File: config.mk
export PLATFORM = sky130hd
export DESIGN_NAME = led_event_sched
export DESIGN_NICKNAME = d
export VERILOG_FILES = /design/src/rtl/led_sched_pkg.sv /design/src/rtl/led_event_sched_rr_pick.sv /design/src/rtl/led_event_sched.sv
export SDC_FILE = /design/constraint.sdc
export NUM_CORES = 1
export LEC_CHECK = 0
export CORE_MARGIN = 2
export CORE_UTILIZATION = 30
export DETAILED_ROUTE_END_ITERATION = 7
export HOLD_SLACK_MARGIN = 0.1
export PLACE_DENSITY_LB_ADDON = 0.08
export SYNTH_ARGS = -nofsm -noshare
export SYNTH_HDL_FRONTEND = slang
export SYNTH_SLANG_ARGS = --single-unit
File: constraint.sdc
create_clock -name i_clk -period 3.5 [get_ports i_clk]
set_input_delay 0.7 -clock i_clk [delete_from_list [all_inputs] [get_ports i_clk]]
set_output_delay 0.7 -clock i_clk [all_outputs]
set_load 0.02 [all_outputs]
File: src/rtl/led_sched_pkg.sv
`default_nettype none
// ============================================================================
//  Module      : led_sched_pkg
//  Description : Shared types and constants for the shared-LED event scheduler
//  Revision    : 1.0 - initial release
// ============================================================================
package led_sched_pkg;

  // Playback states of the blink-code sequencer.
  typedef enum logic [1:0] {
    ST_IDLE = 2'd0,
    ST_ON   = 2'd1,
    ST_OFF  = 2'd2,
    ST_GAP  = 2'd3
  } led_state_e;

  // Default durations: 50 ms on / 50 ms off / 200 ms gap at 12.5 MHz.
  localparam int unsigned DEF_ON_CYCLES  = 625000;
  localparam int unsigned DEF_OFF_CYCLES = 625000;
  localparam int unsigned DEF_GAP_CYCLES = 2500000;

  // Ceiling log2, used to validate IDX_W and CNT_W at elaboration time.
  function automatic int clog2(input int value);
    int r;
    int v;
    r = 0;
    v = value - 1;
    while (v > 0) begin
      r = r + 1;
      v = v >> 1;
    end
    return r;
  endfunction

endpackage
`default_nettype wire

File: src/rtl/led_event_sched_rr_pick.sv
`default_nettype none
// ============================================================================
//  Module      : rr_pick
//  Description : Combinational round-robin picker; searches from last+1
//                upward, wrapping, and returns the first set request.
//  Revision    : 1.0 - initial release
// ============================================================================
module rr_pick #(
  parameter int NUM_REQ = 4,
  parameter int IDX_W   = 2
) (
  input  logic [NUM_REQ-1:0] req,
  input  logic [IDX_W-1:0]   last,
  output logic               any,
  output logic [IDX_W-1:0]   idx
);

  logic [IDX_W-1:0] w_cand;

  // Scan candidates in priority order; the first pending one wins.
  always_comb begin
    any    = 1'b0;
    idx    = '0;
    w_cand = '0;
    for (int k = 1; k <= NUM_REQ; k++) begin
      w_cand = IDX_W'((int'(last) + k) % NUM_REQ);
      if (!any && req[w_cand]) begin
        any = 1'b1;
        idx = w_cand;
      end
    end
  end

endmodule
`default_nettype wire

File: src/rtl/led_event_sched.sv
`default_nettype none
// ============================================================================
//  Module      : led_event_sched
//  Description : Shares one active-low LED between NUM_REQ event sources.
//                Events latch as pending; a round-robin arbiter picks one
//                and the LED blinks (index+1) pulses followed by a gap.
//  Revision    : 1.0 - initial release
// ============================================================================
module led_event_sched
  import led_sched_pkg::*;
#(
  parameter int NUM_REQ    = 4,
  parameter int IDX_W      = 2,
  parameter int ON_CYCLES  = DEF_ON_CYCLES,
  parameter int OFF_CYCLES = DEF_OFF_CYCLES,
  parameter int GAP_CYCLES = DEF_GAP_CYCLES,
  parameter int CNT_W      = 22
) (
  input  logic               i_clk,
  input  logic               i_res,
  input  logic [NUM_REQ-1:0] i_trig,
  output logic               o_led,
  output logic               o_busy,
  output logic [IDX_W-1:0]   o_grant_idx,
  output logic [NUM_REQ-1:0] o_pending
);

  localparam int c_max_dur = (ON_CYCLES > OFF_CYCLES)
                           ? ((ON_CYCLES > GAP_CYCLES) ? ON_CYCLES : GAP_CYCLES)
                           : ((OFF_CYCLES > GAP_CYCLES) ? OFF_CYCLES : GAP_CYCLES);

  localparam logic [CNT_W-1:0] c_on_load  = CNT_W'(ON_CYCLES - 1);
  localparam logic [CNT_W-1:0] c_off_load = CNT_W'(OFF_CYCLES - 1);
  localparam logic [CNT_W-1:0] c_gap_load = CNT_W'(GAP_CYCLES - 1);

  // Elaboration-time sanity checks on the parameter set.
  if (IDX_W != clog2(NUM_REQ)) begin : g_chk_idx_w
    $error("led_event_sched: IDX_W must equal clog2(NUM_REQ)");
  end
  if (clog2(c_max_dur) > CNT_W) begin : g_chk_cnt_w
    $error("led_event_sched: CNT_W too narrow for longest duration");
  end

  led_state_e         r_state;
  led_state_e         w_state_nxt;
  logic [CNT_W-1:0]   r_timer;
  logic [CNT_W-1:0]   w_timer_nxt;
  logic [IDX_W-1:0]   r_blink_rem;
  logic [IDX_W-1:0]   w_blink_nxt;
  logic [IDX_W-1:0]   r_last_grant;
  logic [IDX_W-1:0]   r_grant_idx;
  logic [NUM_REQ-1:0] r_pending;
  logic [NUM_REQ-1:0] w_clr;
  logic               w_grant_load;
  logic               w_any;
  logic [IDX_W-1:0]   w_pick;

  rr_pick #(
    .NUM_REQ (NUM_REQ),
    .IDX_W   (IDX_W)
  ) u_rr_pick (
    .req  (r_pending),
    .last (r_last_grant),
    .any  (w_any),
    .idx  (w_pick)
  );

  // Sequencer state register.
  always_ff @(posedge i_clk) begin
    if (i_res) begin
      r_state <= ST_IDLE;
    end else begin
      r_state <= w_state_nxt;
    end
  end

  // Next-state, timer reload/decrement and grant decision.
  always_comb begin
    w_state_nxt  = r_state;
    w_timer_nxt  = r_timer;
    w_blink_nxt  = r_blink_rem;
    w_grant_load = 1'b0;
    case (r_state)
      ST_IDLE: begin
        if (w_any) begin
          w_state_nxt  = ST_ON;
          w_timer_nxt  = c_on_load;
          w_blink_nxt  = w_pick;
          w_grant_load = 1'b1;
        end
      end
      ST_ON: begin
        if (r_timer == '0) begin
          if (r_blink_rem != '0) begin
            w_state_nxt = ST_OFF;
            w_timer_nxt = c_off_load;
          end else begin
            w_state_nxt = ST_GAP;
            w_timer_nxt = c_gap_load;
          end
        end else begin
          w_timer_nxt = r_timer - CNT_W'(1);
        end
      end
      ST_OFF: begin
        if (r_timer == '0) begin
          w_state_nxt = ST_ON;
          w_timer_nxt = c_on_load;
          w_blink_nxt = r_blink_rem - IDX_W'(1);
        end else begin
          w_timer_nxt = r_timer - CNT_W'(1);
        end
      end
      ST_GAP: begin
        if (r_timer == '0) begin
          w_state_nxt = ST_IDLE;
        end else begin
          w_timer_nxt = r_timer - CNT_W'(1);
        end
      end
      default: begin
        w_state_nxt = ST_IDLE;
      end
    endcase
  end

  // One-hot clear mask for the source being granted this cycle.
  always_comb begin
    w_clr = '0;
    if (w_grant_load) begin
      w_clr[w_pick] = 1'b1;
    end
  end

  // Datapath registers; a trigger on the grant edge re-arms the source.
  always_ff @(posedge i_clk) begin
    if (i_res) begin
      r_timer      <= '0;
      r_blink_rem  <= '0;
      r_last_grant <= IDX_W'(NUM_REQ - 1);
      r_grant_idx  <= '0;
      r_pending    <= '0;
    end else begin
      r_timer     <= w_timer_nxt;
      r_blink_rem <= w_blink_nxt;
      r_pending   <= (r_pending & ~w_clr) | i_trig;
      if (w_grant_load) begin
        r_last_grant <= w_pick;
        r_grant_idx  <= w_pick;
      end
    end
  end

  assign o_led       = (r_state != ST_ON);
  assign o_busy      = (r_state != ST_IDLE);
  assign o_grant_idx = r_grant_idx;
  assign o_pending   = r_pending;

endmodule
`default_nettype wire

# After elaboration in Yosys (flattened, before gate mapping)
# Cells that the tools add are included.
# classes
magnitude_cmp,6
bitwise,3
n_reduce_logical,15
eq_ne,9
muxes,36
n_addsub,6
# ops
cell,count
22-bit 2-to-1 mux,5
22-bit one-hot mux with 4 select lines,1
22-bit zero test,1
"22-bit by 1-bit subtractor with 22-bit output, second input constant",1
2-bit 2-to-1 mux,10
"2-bit by 3-bit less-than comparator with 1-bit output, second input constant",5
1-bit 2-to-1 mux,12
1-bit binary-select mux with 2-bit select,4
"2-bit inequality test, second input constant",4
2-bit one-hot mux with 4 select lines,1
2-bit nonzero test,3
"2-bit by 1-bit adder with 2-bit output, second input constant",2
"2-bit adder, second input constant",2
4-bit AND,1
"2-bit equality test, second input constant",2
1-bit logical AND,4
4-bit 2-to-1 mux,1
"2-bit by 1-bit inequality test with 1-bit output, second input constant",2
4-bit NOT,1
4-bit OR,1
2-bit one-hot mux with 2 select lines,1
4-bit AND reduction,1
1-bit zero test,3
3-bit AND reduction,1
other kinds (6),6
# totals
inputBits,6
output_inout_bits,8
wordCells,81
reg_bits,34

# Logic depth before layout (Yosys ltp)
# Gate-level depths: netlist of the first run.
# depth
depth_word,21
depth_mapped,8

# Hierarchy
# Synthesis of the first run repeated with hierarchy kept, for this count alone.
# hier_totals
cells_unflattened,251
area_unflattened_um2,1979.4
# by_module_without_submodules
mod,cells_per_inst,n_inst,area_each_um2
led_event_sched,237,1,1888.1
rr_pick,14,1,91.3

# Worst setup path after synthesis of the first run
# No wires, ideal clock.
# synth_timing
path_type,flip-flop to flip-flop
start,reg r_timer[20]
end,reg r_timer[5]
period_less_slack_ps,2081
stages_incl_launch_ff,8
arrival_time_ps,1963
setup_slack_ps,1419
setup_time_ps,119
n_path_buf,1
path_cell_list,dfxtp_1 -> nor4_1 -> nand4_2 -> or4_1 -> buf_2 -> nand2_1 -> nor2_1 -> o221a_1
# synth_via
elab_chain_len,3
elab_cells_between_ends,6
cone_classes,eq/ne: 1; mux: 3; reduce/logical: 2
# synth_lines
element,line,rtl
"start, declared",led_event_sched.sv:46,logic [CNT_W-1:0] r_timer;
"start signal, assigned",led_event_sched.sv:144,r_timer <= w_timer_nxt;
22-bit zero test *,"led_event_sched.sv:93, led_event_sched.sv:106, led_event_sched.sv:115",
22-bit 2-to-1 mux (tied with other cells),led_event_sched.sv:106,if (r_timer == '0) begin
22-bit one-hot mux with 4 select lines / 2-bit AND reduction (equally long branches),-,
# Mark *: on every way between the ends. The rest lies on a longest branch, timed or not.
# A chain may end at the register's enable or synchronous reset.

# Final worst setup path of the first run
# layout_timing
start,reg r_state[0]
end,out o_busy
# layout_via
elab_chain_len,1
# layout_lines
element,line,rtl
"start, declared",led_event_sched.sv:44,led_state_e r_state;
"start signal, assigned",led_event_sched.sv:73,r_state <= w_state_nxt;
2-bit nonzero test,led_event_sched.sv:155,assign o_busy = (r_state != ST_IDLE);
"end, declared",led_event_sched.sv:23,"output logic o_busy,"
# Every way passes these cells.

==> results.sh, run 1 <==
export IMPL_status="finished clean"
export IMPL_path_delay_family="buffers and inverters"
export IMPL_cts_made_buffers=5
export IMPL_h_tree_depth=2
export IMPL_p_leak_nw=0.9082
export IMPL_die_w_um=86.66
export IMPL_r2r_end="r_timer[13]"
export IMPL_synth_edf_count=0
export IMPL_r2r_slack_ps=680
export IMPL_min_delay_start="o_grant_idx[1]"
export IMPL_track_usage=0.1802
export IMPL_ir_worst_vdd_mv=0.1724
export IMPL_ant_nets=0
export IMPL_p_per_area_nw_per_um2=515.5
export IMPL_hold_viol_final=0
export IMPL_synth_top_cell_area_share=0.3321
export IMPL_worst_slack_ps=595.0
export IMPL_hp_class="flip-flop to flip-flop"
export IMPL_slew_headroom=0.4562
export IMPL_synthFlopType="dfxtp_1"
export IMPL_post_cts_buffers=0
export IMPL_io_buffer_count=13
export IMPL_cts_buffer_depth=2
export IMPL_clkSinkCount=34
export IMPL_antenna_found_initial=0
export IMPL_start_util=0.3050
export IMPL_worst_pin_slew_ps=812.7
export IMPL_cp_required_ps=2800
export IMPL_cap_viol_max_count=0
export IMPL_clock_latency_ps=300
export IMPL_r2r_cells=6
export IMPL_placeableCoreArea_sq_um=6719
export IMPL_grt_pass1_vias=1923
export IMPL_hold_depth=2
export IMPL_max_stage_delay_ps=610
export IMPL_postCtsHoldBufs=0
export IMPL_synth_area_leader_cell="dfxtp_1"
export IMPL_setup_violations=0
export IMPL_drc=0
export IMPL_grt_max_degree=25
export IMPL_drt_wl_total_mm=6.414
export IMPL_io_pins=14
export IMPL_dp_hpwl_mm=4.688
export IMPL_rsz0062_at_grt="false"
export IMPL_die_h_um=86.66
export IMPL_hold_end="o_grant_idx[1]"
export IMPL_drtIter0Drc=180
export IMPL_avgViaCountPerCell=5.655
export IMPL_synthCells=261
export IMPL_setup_tns_ps=0
export IMPL_grt_pass1_wl_mm=10.43
export IMPL_fin_nets=282
export IMPL_synth_area_leaders="dfxtp_1 (33%), a21oi_1 (5.1%), nor2_1 (4.4%)"
export IMPL_fin_area_sq_um=2365
export IMPL_crit_buf_inv=2
export IMPL_cp_max_fo=13
export IMPL_ys_ff_latch=34
export IMPL_dpl_cell_area_sq_um=2251
export IMPL_post_cts_resized=0
export IMPL_crit_chain="nor2_1 > inv_1 > clkdlybuf4s50_1"
export IMPL_path_class="flip-flop to primary output"
export IMPL_overflow=0
export IMPL_cts_root_buf="clkbuf_8"
export IMPL_area_delta_synth_final_pct=15.38
export IMPL_synth_async_sr_flop_share=0
export IMPL_fp_row_count=30
export IMPL_crit_slowest_cell="clkdlybuf4s50_1"
export IMPL_drive_above_1_share=0.08029
export IMPL_drt_first_pass_iters=4
export IMPL_clock_fmax_mhz=344.2
export IMPL_final_core_utilization=0.3520
export IMPL_synth_distinct_cells=53
export IMPL_syn_cell_area_sq_um=2049
export IMPL_period_share=0.8300
export IMPL_timing_rr_start="r_state[0]"
export IMPL_power_total_mw=1.219
export IMPL_clk_pin_slew_ps=80
export IMPL_fin_crit_ps=2905
export IMPL_cts_tree="built"
export IMPL_synth_nets=270
export IMPL_dp_slack_ps=741.3
export IMPL_place_congestion=0.8638
export IMPL_wl_per_cell_um=18.12
export IMPL_critPathLaunchType="flip-flop"
export IMPL_syn_area_per_cell_sq_um=7.852
export IMPL_yosysSeqAreaShare=0.3321
export IMPL_yosysWarnings=0
export IMPL_antenna_cells=0
export IMPL_die_area_sq_um=7509
export IMPL_cp_end_kind="primary output"
export IMPL_arrival_ps=2200
export IMPL_num_vias=2002
export IMPL_maxSlewViolCount=0
export IMPL_clock_skew_ps=7.378
cell usage in the layout (no fill, tap or decap), types with 3 or more instances in the layout:
| cell | n |
|---|---|
| clkbuf_8 | 5 |
| or4_1 | 8 |
| nand2_1 | 20 |
| o31ai_1 | 3 |
| o21a_1 | 3 |
| or2_2 | 3 |
| mux2i_1 | 3 |
| nand2b_1 | 6 |
| nor2b_1 | 3 |
| nor3_1 | 15 |
| nor2_1 | 24 |
| nor4_1 | 9 |
| a211o_1 | 3 |
| xnor2_1 | 4 |
| a21oi_1 | 21 |
| nand3_1 | 10 |
| o22ai_1 | 6 |
| o21ai_0 | 15 |
| inv_1 | 13 |
| ha_1 | 3 |
| dfxtp_1 | 34 |
| or3_1 | 5 |
| xor2_1 | 3 |
| a31oi_1 | 3 |
| clkdlybuf4s50_1 | 13 |
worst reg2reg max path, delay by kind of cell, from the launching register on:
| kind | cells | cell delay (ps) |
|---|---|---|
| compound gates | 2 | 410 |
| buf+inv | 1 | 280 |
| flops | 1 | 460 |
| simple gates | 3 | 1610 |
cell type report:
class                           count  area, sq um
Clock buffer                        5        68.82
Clock inverter                      3        45.04
Fill cell                         696         4354
Inverter                           13        48.80
Multi-Input combinational cell    205         1284
Sequential cell                    34        680.7
Tap cell                           80        100.1
Timing Repair Buffer               14        137.6
worst max path at each step:
| stage | slack [ps] | to | depth (start not counted) | startpoint |
|---|---|---|---|---|
| after detailed placement | 740 | r_timer[13] | 6 | r_state[0] |
| after global placement | 710 | r_timer[13] | 6 | r_state[0] |
| final | 600 | o_busy | 3 | r_state[0] |
| after global routing | 460 | o_busy | 3 | r_state[0] |
| after CTS | 600 | o_busy | 3 | r_state[0] |
| after floorplan | 1420 | r_timer[5] | 7 | r_timer[20] |
cells by family after synthesis:
logic type | Yosys count | synth area share
AOI/OAI and AO/OA | 75 | 0.2369
xor gates and xnor gates | 7 | 0.02992
adders and majority gates | 3 | 0.01832
buffers and inverters | 22 | 0.04151
DFF | 34 | 0.3321
muxes | 3 | 0.01465
and+or+nand+nor | 117 | 0.3266
stage by stage:
stage	hold slack, ps	std cells
2_1_floorplan	438.9	261
4_1_cts	467.5	354
5_1_grt	484.9	354
3_3_place_gp	447.2	346
3_5_place_dp	458.5	346
6_report	465.2	354
cell usage after synthesis (3+ instances only):
cell type / n
ha_1: 3
or3_1: 5
nor2b_1: 3
nor2_1: 24
a211o_1: 3
xnor2_1: 4
o21ai_0: 15
nor4_1: 9
nor3_1: 15
clkbuf_1: 6
a31oi_1: 3
nand2b_1: 6
nand3_1: 10
o22ai_1: 6
or4_1: 8
a21oi_1: 21
o31ai_1: 3
inv_1: 13
xor2_1: 3
nand2_1: 20
mux2i_1: 3
dfxtp_1: 34
or2_2: 3
o21a_1: 3
sequential cells by signal, indices dropped and copies added, names as in the netlist:
register and cells:
o_grant_idx 2, r_last_grant 2, r_blink_rem 2, r_timer 22
r_state 2, o_pending 4
per-layer routing:
metal	global-route usage	wire length (um)	vias to the layer above
met5	0	0	-
li1	-	-	999
met1	0.2564	3143	942
met3	0.02952	274	7
met4	0.04545	77	0
met2	0.2832	2919	54
power breakdown:
part	switching, mW	leakage [nW]	total (mW)	internal (mW)
Combinational	0.217	0.577	0.349	0.132
Sequential	0.0565	0.281	0.482	0.426
Clock	0.175	0.0504	0.388	0.212
Total	0.449	0.908	1.22	0.770
No activity file was read; power rests on OpenSTA's default activity.
==> inputs of run 2 (changes only) <==
==> constraint.sdc (replaced) <==
create_clock -name i_clk -period 2.5 [get_ports i_clk]
set_input_delay 0.5 -clock i_clk [delete_from_list [all_inputs] [get_ports i_clk]]
set_output_delay 0.5 -clock i_clk [all_outputs]
set_load 0.02 [all_outputs]
==> run 2 against run 1 <==
Hold slack worse by 0.72 ps. Clock power is 12% higher. Utilization is 1.9 points higher. Cell area is 5.3% higher. Die area stayed put. Register-to-register slack worse by 450 ps. Critical path depth is 3 higher. Non-clock buffer count is 19 higher. Flip-flop and latch count stayed put. Largest power group unchanged.
==> results.sh, run 2 (synthesized netlist as in run 1, its figures left out) <==
export IMPL_crit_slowest_cell="or4_1"
export IMPL_critPathLaunchType="flip-flop"
export IMPL_final_common_cell="dfxtp_1"
export IMPL_cp_end_kind="flip-flop"
export IMPL_cp_required_ps=2700
export IMPL_setup_tns_ps=0
export IMPL_cts_made_buffers=5
export IMPL_rsz0062_at_grt="false"
export IMPL_power_total_mw=1.660
export IMPL_antenna_found_initial=0
export IMPL_dpl_cell_area_sq_um=2394
export IMPL_slew_headroom=0.6502
export IMPL_io_pins=14
export IMPL_grt_use_met2=0.2909
export IMPL_combPwrFrac=0.335
export IMPL_post_cts_buffers=0
export IMPL_placeableCoreArea_sq_um=6719
export IMPL_grt_busiest_layer="met2"
export IMPL_p_leak_nw=0.9971
export IMPL_grt_pass1_wl_mm=10.94
export IMPL_fin_crit_ps=2269
export IMPL_hold_viol_final=0
export IMPL_place_congestion=0.8199
export IMPL_grt_max_degree=25
export IMPL_final_core_utilization=0.3708
export IMPL_status="finished clean"
export IMPL_io_buffer_count=13
export IMPL_start_util=0.3050
export IMPL_postCtsHoldBufs=0
export IMPL_fp_row_count=30
export IMPL_p_per_area_nw_per_um2=666.2
export IMPL_avgViaCountPerCell=5.609
export IMPL_post_cts_resized=0
export IMPL_drt_wl_total_mm=6.607
export IMPL_fin_nets=301
export IMPL_drive_above_1_share=0.1468
export IMPL_power_frac_clock=0.263
export IMPL_largest_register="r_timer"
export IMPL_clock_fmax_mhz=440.8
export IMPL_max_stage_delay_ps=700
export IMPL_largest_reg_flops=22
export IMPL_sw_frac_of_total=0.3862
export IMPL_hp_class="flip-flop to flip-flop"
export IMPL_clkSinkCount=34
export IMPL_fin_area_sq_um=2491
export IMPL_setup_violations=0
export IMPL_path_class="flip-flop to flip-flop"
export IMPL_wl_per_cell_um=17.71
export IMPL_track_usage=0.1897
export IMPL_clock_skew_ps=12.26
export IMPL_p_seq_frac=0.402
export IMPL_area_delta_synth_final_pct=21.55
export IMPL_dp_slack_ps=188.0
export IMPL_drt_first_pass_iters=4
export IMPL_clock_latency_ps=300
export IMPL_clk_pin_slew_ps=90
export IMPL_die_area_sq_um=7509
export IMPL_ant_nets=0
export IMPL_antenna_cells=0
export IMPL_maxSlewViolCount=0
export IMPL_cts_buffer_depth=2
export IMPL_drc=0
export IMPL_arrival_ps=2470
export IMPL_drtIter0Drc=123
export IMPL_met1_usage=0.2569
export IMPL_grt_pass1_vias=2107
export IMPL_cap_viol_max_count=0
export IMPL_die_w_um=86.66
export IMPL_worst_pin_slew_ps=522.7
export IMPL_grt_use_met3=0.05143
export IMPL_p_sw_mw=0.6410
export IMPL_dp_hpwl_mm=4.979
export IMPL_num_vias=2092
export IMPL_cts_root_buf="clkbuf_8"
export IMPL_period_share=0.9075
export IMPL_crit_buf_inv=0
export IMPL_p_int_mw=1.019
export IMPL_overflow=0
export IMPL_cp_max_fo=9
export IMPL_h_tree_depth=2
export IMPL_cts_tree="built"
export IMPL_ir_worst_vdd_mv=0.2084
export IMPL_worst_slack_ps=231.4
export IMPL_final_cell_mix="dfxtp_1 (33), nor2_1 (24), a21oi_1 (21), nand2_1 (20), buf_4 (20)"
export IMPL_crit_chain="nor3_2 > nand4_2 > or4_1 > nand2_1 > nor2_1 > o221a_1"
export IMPL_die_h_um=86.66
export IMPL_path_delay_family="simple AND/OR/NAND/NOR gates"
-- run 2: changes by cell type in the layout (fill, tap and decap cells not counted), sizes merged --
cell	before	now
clkinv	0	2
clkinvlp	2	1
buf	1	20
bufinv	1	0
-- run 2: layout make-up --
type	instances	area [sq um]
fillers	722	4228
multi-input cells	205	1290
flip-flops and latches	34	681.9
repair buffers	33	280.3
well taps	80	100.1
clock buffers	5	68.82
inverters	13	48.80
clock inverters	3	21.27
-- run 2: metrics by stage --
stage          hold slack (ps)  cells
6_report                 464.5    373
5_1_grt                  476.9    373
4_1_cts                  463.9    373
3_5_place_dp             448.6    365
3_3_place_gp             445.0    365
2_1_floorplan            438.9    261
-- run 2: worst register-to-register path: cells and delay by family, from the launching register on --
| family | cells | cell delay (ps) |
|---|---|---|
| DFF | 1 | 360 |
| AOI/OAI and AO/OA | 1 | 210 |
| and+or+nand+nor | 5 | 1610 |
-- run 2: worst paths after layout --
kind | from | endpoint | slack [ps] | depth (start not counted)
setup reg to reg | r_timer[11] | r_timer[5] | 230 | 6
hold / removal | o_grant_idx[1] | o_grant_idx[1] | 460 | 2
hold reg to reg | o_grant_idx[1] | o_grant_idx[1] | 460 | 2
setup / recovery | r_timer[11] | r_timer[5] | 230 | 6
-- run 2: power by group through the flow --
stage | sequential (mW) | clock, mW | combinational, mW
after floorplan | 0.673 | 0 | 0.350
after global placement | 0.677 | 0 | 0.557
after detailed placement | 0.677 | 0 | 0.550
after CTS | 0.664 | 0.451 | 0.553
after global routing | 0.678 | 0.470 | 0.615
final | 0.667 | 0.436 | 0.557
-- run 2: layer usage --
layer | part of all wire | up-vias
met3 | 0.057 | 13
li1 | - | 1037
met1 | 0.48 | 986
met5 | 0 | -
met4 | 0.022 | 0
met2 | 0.44 | 56
